File: config.mk
export PLATFORM = sky130hd
export DESIGN_NAME = mod_m_prog_counter
export DESIGN_NICKNAME = d
export VERILOG_FILES = /design/src/rtl/mod_m_prog_counter.sv
export SDC_FILE = /design/constraint.sdc
export NUM_CORES = 1
export LEC_CHECK = 0
export ABC_AREA = 1
export BUFFER_PORTS_ARGS = -buffer_cell sky130_fd_sc_hd__clkbuf_2
export CAP_MARGIN = 20
export CELL_PAD_IN_SITES_DETAIL_PLACEMENT = 0
export CELL_PAD_IN_SITES_GLOBAL_PLACEMENT = 2
export CORE_MARGIN = 1
export CORE_UTILIZATION = 30
export DETAILED_ROUTE_END_ITERATION = 10
export GPL_TIMING_DRIVEN = 1
export PLACE_DENSITY = 0.84
export SETUP_SLACK_MARGIN = 0.02
export SYNTH_ARGS = -nofsm -noshare
export SYNTH_HDL_FRONTEND = slang
export SYNTH_SLANG_ARGS = --single-unit
File: constraint.sdc
create_clock -name clk -period 4.3 [get_ports clk]
set_input_delay 0.86 -clock clk [delete_from_list [all_inputs] [get_ports clk]]
set_output_delay 0.86 -clock clk [all_outputs]
set_load 0.03 [all_outputs]
File: src/rtl/mod_m_prog_counter.sv
// mod_m_prog_counter: programmable modulo up/down counter, free-running or one-shot, with load, tick, wrap, done and busy.
//   Ports: clk, reset (sync, active-high); en, up, mode, start, load, load_val[W], mod_val[W];
//          count[W] (registered), tick (comb), wrap/busy/done (registered).
module mod_m_prog_counter #(
  parameter int W = 8,
  parameter longint M = 10
) (
  input  logic         clk,
  input  logic         reset,
  input  logic         en,
  input  logic         up,
  input  logic         mode,
  input  logic         start,
  input  logic         load,
  input  logic [W-1:0] load_val,
  input  logic [W-1:0] mod_val,
  output logic [W-1:0] count,
  output logic         tick,
  output logic         wrap,
  output logic         busy,
  output logic         done
);
  typedef enum logic [1:0] {S_IDLE, S_RUN, S_DONE} state_t;
  state_t state;
  logic [W-1:0] mod_reg, lim, rst_val;
  logic [W:0] mod_eff, mod_nxt;
  logic step;
  assign busy = state == S_RUN;
  // mod_nxt is the modulus that takes effect at this edge's boundary, so the
  // restart value and the load clamp are taken from it rather than mod_reg.
  always_comb begin
    mod_eff = mod_reg == '0 ? (W+1)'(M) : {1'b0, mod_reg};
    mod_nxt = mod_val == '0 ? (W+1)'(M) : {1'b0, mod_val};
    lim = W'(mod_nxt - (W+1)'(1));
    rst_val = up ? '0 : lim;
    step = en & busy & ~load;
    tick = step & ({1'b0, count} == (up ? mod_eff - (W+1)'(1) : '0));
  end
  always_ff @(posedge clk) begin
    if (reset) begin
      count <= '0;
      mod_reg <= W'(M);
      wrap <= 1'b0;
      done <= 1'b0;
      state <= mode ? S_IDLE : S_RUN;
    end else if (load) begin
      mod_reg <= mod_val;
      count <= load_val > lim ? lim : load_val;
      wrap <= 1'b0;
      done <= 1'b0;
    end else begin
      wrap <= tick;
      done <= tick & mode;
      case (state)
        S_IDLE:
          if (!mode) state <= S_RUN;
          else if (start) begin
            state <= S_RUN;
            count <= rst_val;
            mod_reg <= mod_val;
          end
        S_RUN:
          if (tick) begin
            count <= rst_val;
            mod_reg <= mod_val;
            if (mode) state <= S_DONE;
          end else if (step) count <= up ? count + 1'b1 : count - 1'b1;
        default: state <= S_IDLE;
      endcase
    end
  end
endmodule

## Word-level counts from Yosys, hierarchy flattened

Cells that the tools add are included.

- Flip-flop bits (word level): 20
- Bits in latches: 0
- Bits in writable memories: 0
- ROM bits: 0
- Input bits: 23
- Output and inout port bits: 12
- Logic and storage cells: 58
- Memories: 0

- Add/sub/neg operators: 4
- Multiply operators: 0
- Div/mod/pow operators: 0
- Magnitude comparators: 1
- Equality and inequality tests: 10
- Shift operators: 0
- Muxes and demuxes: 25
- Bitwise logic cells: 5
- Reduce and logical (&&, ||, !) cells: 8

Operators by type and width:

| kind | number |
|---|---|
| 2-to-1 mux 8 bit | 14 |
| case mux 8 bit (2 select lines) | 2 |
| zero test 8 bit | 2 |
| subtractor 8 x 1 -> 8 bit, second input constant | 2 |
| != test 3 bit, second input constant | 5 |
| 2-to-1 mux 2 bit | 6 |
| AND reduction 4 bit | 3 |
| equality test 8 x 9 -> 1 bit | 1 |
| 2-to-1 mux 9 bit | 1 |
| subtractor 8 x 1 -> 9 bit, second input constant | 1 |
| adder 8 x 1 -> 8 bit, second input constant | 1 |
| greater-than comparator 8 bit | 1 |
| AND 1 bit | 4 |
| != test 4 x 3 -> 1 bit, second input constant | 1 |
| != test 4 bit, second input constant | 1 |
| case mux 2 bit (2 select lines) | 1 |
| nonzero test 3 bit | 1 |
| equality test 2 x 1 -> 1 bit, second input constant | 1 |
| zero test 2 bit | 1 |
| != test 2 bit, second input constant | 1 |
| OR reduction 2 bit | 1 |
| 2-to-1 mux 1 bit | 1 |
| NOT 1 bit | 1 |

## Logic depth before layout (Yosys ltp)

- Depth after elaboration: 10
- Depth in mapped cells: 21
- Mapped depth without buffers: 21

## Worst setup path after synthesis

Ideal clock, no wire load.

- Path kind: input to register
- From: in mod_val[0]
- To: reg count[3]
- Setup time: 0.117 ns
- Data arrival time: 3.395 ns
- Data required time: 4.183 ns
- Slack: 0.788 ns
- Stages: 20
- Buffers on the path: 0
- Cell sequence: nor3_2 -> nand3_1 -> nor3_1 -> nor2_1 -> ha_1 -> nand3b_1 -> nor2_1 -> nand3_1 -> xor2_1 -> ha_1 -> nand2_1 -> nor2_1 -> nand2_1 -> o211ai_1 -> nand2_1 -> inv_1 -> o21ai_0 -> o21ai_0 -> a21oi_1 -> nor2_1

- Longest elaborated chain between the ends: 8
- Elaborated cells between the ends (all ways): 11
- Classes of those cells: 1 x add/sub; 1 x order compare; 8 x mux; 1 x reduce/logical

Ends and longest elaborated chain:

| what | line | source |
|---|---|---|
| from (decl) | 16 | `input logic [W-1:0] mod_val,` |
| zero test 8 bit | 33 | `mod_nxt = mod_val == '0 ? (W+1)'(M) : {1'b0, mod_val};` |
| 2-to-1 mux 8 bit * | 33 |  |
| subtractor 8 x 1 -> 8 bit * | 34 | `lim = W'(mod_nxt - (W+1)'(1));` |
| branches (longest 4 deep; another with greater-than comparator 8 bit) | -- |  |
| 2-to-1 mux 8 bit * | 46 | `end else if (load) begin` |
| to (signal assigned) | 48 | `count <= load_val > lim ? lim : load_val;` |
| to (signal assigned) | 59 | `count <= rst_val;` |
| to (signal assigned) | 64 | `count <= rst_val;` |
| to (decl) | 17 | `output logic [W-1:0] count,` |

Mark *: on every way between the ends. The select of a mux whose other input is x is not followed.
A chain may end at the register's enable or synchronous reset.

## Worst setup path after layout

Same ends and word-level chain as after synthesis.

==> run summary <==
Synth warnings -> 0
Avg WL per Cell -> 13.6 microns
Pre-antenna DRT Iters -> 4
Unrepaired setup endpoints after global routing -> no
Post-DRT Antenna Nets -> 0
Vias -> 2056
Post-Place Cell Area -> 2240 sq um
DIE AREA -> 6960 sq um
Outcome -> complete, no violations
Die X -> 83.4 microns
GP Congestion -> 0.763
Final Core Density -> 0.359
Yosys reg bits -> 20
Post-CTS Setup Inserts -> 0
Clock sinks -> 20
Sequential-to-total area share from yosys stat -> 0.211
Mapped Avg Cell Area -> 6.59 sq um
Antenna violations before repair -> 0
Final min period -> 3750 ps
Pins Over Slew Limit -> 0
Total GRT Usage -> 0.167
FP Rows -> 29
Initial DRC count -> 62
Clk slew on worst S/H paths -> 80 ps
Crit share post-route -> 0.871
Inst Count DP -> 409
Comb pwr share -> 0.468
Crit Path Max Fanout -> 9
First-pass GRT wire length -> 9.34 mm
Mapped cell area -> 1990 sq um
Clock buffer depth -> 2
Layout cells sized above 1 -> 0.173
Final-report setup violation count -> 0
Sequential share of power -> 0.329
Max-cap violations -> 0
Clk_lat worst skew -> 270 ps
CTS Buf Count -> 3
Design Area, Final -> 2290 sq um
Post-detail-place hpwl -> 4.61 mm
Clock network power share -> 0.203
NetSw -> 0.335 mW
Final instance count without filler cells -> 413
CP startpoint kind -> primary input
Nets -> 377
Hold depth -> 2
Req. time, crit path -> 4470 ps
Largest net degree at the start of global routing -> 17
Syn Nets -> 342
Static Leak -> 1.13 nW
Total power -> 0.759 mW
Max Clock Freq -> 267 MHz
Worst setup EP type -> flop
DP Worst Slack -> 271 ps
Core Box Area -> 6390 sq um
Type of the worst setup path -> primary input to flop
Setup TNS Final -> 0 ps
Post-synth ARST share -> 0
CTS tree -> done
Reg2reg setup slack -> 1490 ps
Cell depth of the worst flop-to-flop path -> 15
Starting Density -> 0.312
Post-synth EDFFs -> 2
Main synth FF type -> dfxtp_1
IO Pins -> 35
Total grt overflow -> 0
Hold slack final -> 529 ps
HP Class -> flop to flop
Die Ht -> 83.4 microns
Layout Skew -> 2.80 ps
Unique cell type count in the Yosys netlist -> 32
Clock Root Buffer -> clkbuf_8
FILL cells -> 728
H-tree lvl count -> 1
Area growth syn-to-layout -> 15.3%
Cts repair resizes -> 0
# diodes -> 0
Setup slack after layout -> 555 ps
Vias in the first global route -> 1924
# port buffers -> 34
Worst slew pin tran -> 492 ps
Maximum vdd drop -> 0.132 mV
Switching Share -> 0.441
Worst EP arrival -> 3920 ps
Mapped Cells -> 302
Post-CTS Hold Fix Bufs -> 0
DR vias/cell -> 4.98
PwrDens -> 331 nW/um^2
Drt drc -> 0
DRT Wirelength -> 5.64 mm
Slew headroom -> 0.672
Hold Violations, Final -> 0
P_int -> 0.425 mW
==> cell type report <==
| type | instances | area (sq um) | share of cell area |
|---|---|---|---|
| Multi-Input combinational cell | 229 | 1360 | 0.593 |
| Clock buffer | 4 | 55.1 | 0.0240 |
| Timing Repair Buffer | 36 | 185 | 0.0807 |
| Tap cell | 77 | 96.3 | 0.0420 |
| Inverter | 47 | 176 | 0.0769 |
| Sequential cell | 20 | 420 | 0.183 |
==> path summary, 6_finish.rpt <==
check,from,end
worst max-delay path,mod_val[0],count[3]
worst min-delay path,mod_reg[5],mod_reg[5]
worst max register to register,mod_reg[4],state[1]
worst min register to register,mod_reg[5],mod_reg[5]
==> cell usage after synthesis (7+ instances only) <==
| cell type | instances | share of area |
|---|---|---|
| nand2_1 | 46 | 0.087 |
| nand3_1 | 30 | 0.075 |
| nor2_1 | 21 | 0.040 |
| ha_1 | 16 | 0.10 |
| xor2_1 | 8 | 0.035 |
| a21oi_1 | 28 | 0.070 |
| inv_1 | 47 | 0.089 |
| nand4_1 | 7 | 0.022 |
| xnor2_1 | 8 | 0.035 |
| o21ai_0 | 28 | 0.070 |
| dfxtp_1 | 18 | 0.18 |
| nor3_1 | 7 | 0.018 |
==> kinds of logic after synthesis <==
logic type | count (synthesis) | synth area share
buf+inv | 53 | 0.104
xor+xnor | 16 | 0.0704
simple gates | 131 | 0.326
fa+ha+maj | 17 | 0.111
flops | 20 | 0.211
compound gates | 65 | 0.177
==> layout by cell type, fill, tap and decap left out, types with 7 or more instances in the layout <==
cell type  count
o21ai_0       28
nand2_1       46
ha_1          16
nand3_1       30
clkbuf_2      34
nor3_1         7
dfxtp_1       18
a21oi_1       28
inv_1         47
xor2_1         8
nor2_1        21
xnor2_1        8
nand4_1        7
==> per-layer routing <==
layer | global-route usage | wire length (microns) | vias to the layer above
li1 | - | - | 1081
met1 | 0.212 | 2720 | 941
met2 | 0.295 | 2700 | 27
met3 | 0.0199 | 130 | 7
met4 | 0.0539 | 85 | 0
met5 | 0 | 0 | -
==> critical path, stage by stage <==
cell	delay, ps
clkbuf_2	110
nor3_2	250
nand3_1	130
nor3_1	290
nor2_1	90
ha_1	230
nand3b_1	90
nor2_1	70
nand3_1	100
xor2_1	260
ha_1	280
nand2_1	80
nor2_1	60
nand2_1	60
o211ai_1	70
nand2_1	200
inv_1	160
o21ai_0	220
o21ai_0	110
a21oi_1	160
nor2_1	50
==> power groups by stage <==
stage          sequential (mW)  combinational (mW)  clock (mW)
2_1_floorplan            0.270               0.245           0
3_3_place_gp             0.255               0.357           0
3_5_place_dp             0.254               0.357           0
4_1_cts                  0.250               0.359       0.154
5_1_grt                  0.254               0.400       0.162
6_report                 0.250               0.356       0.154
Note: power is estimated with default switching activity, not from simulation.
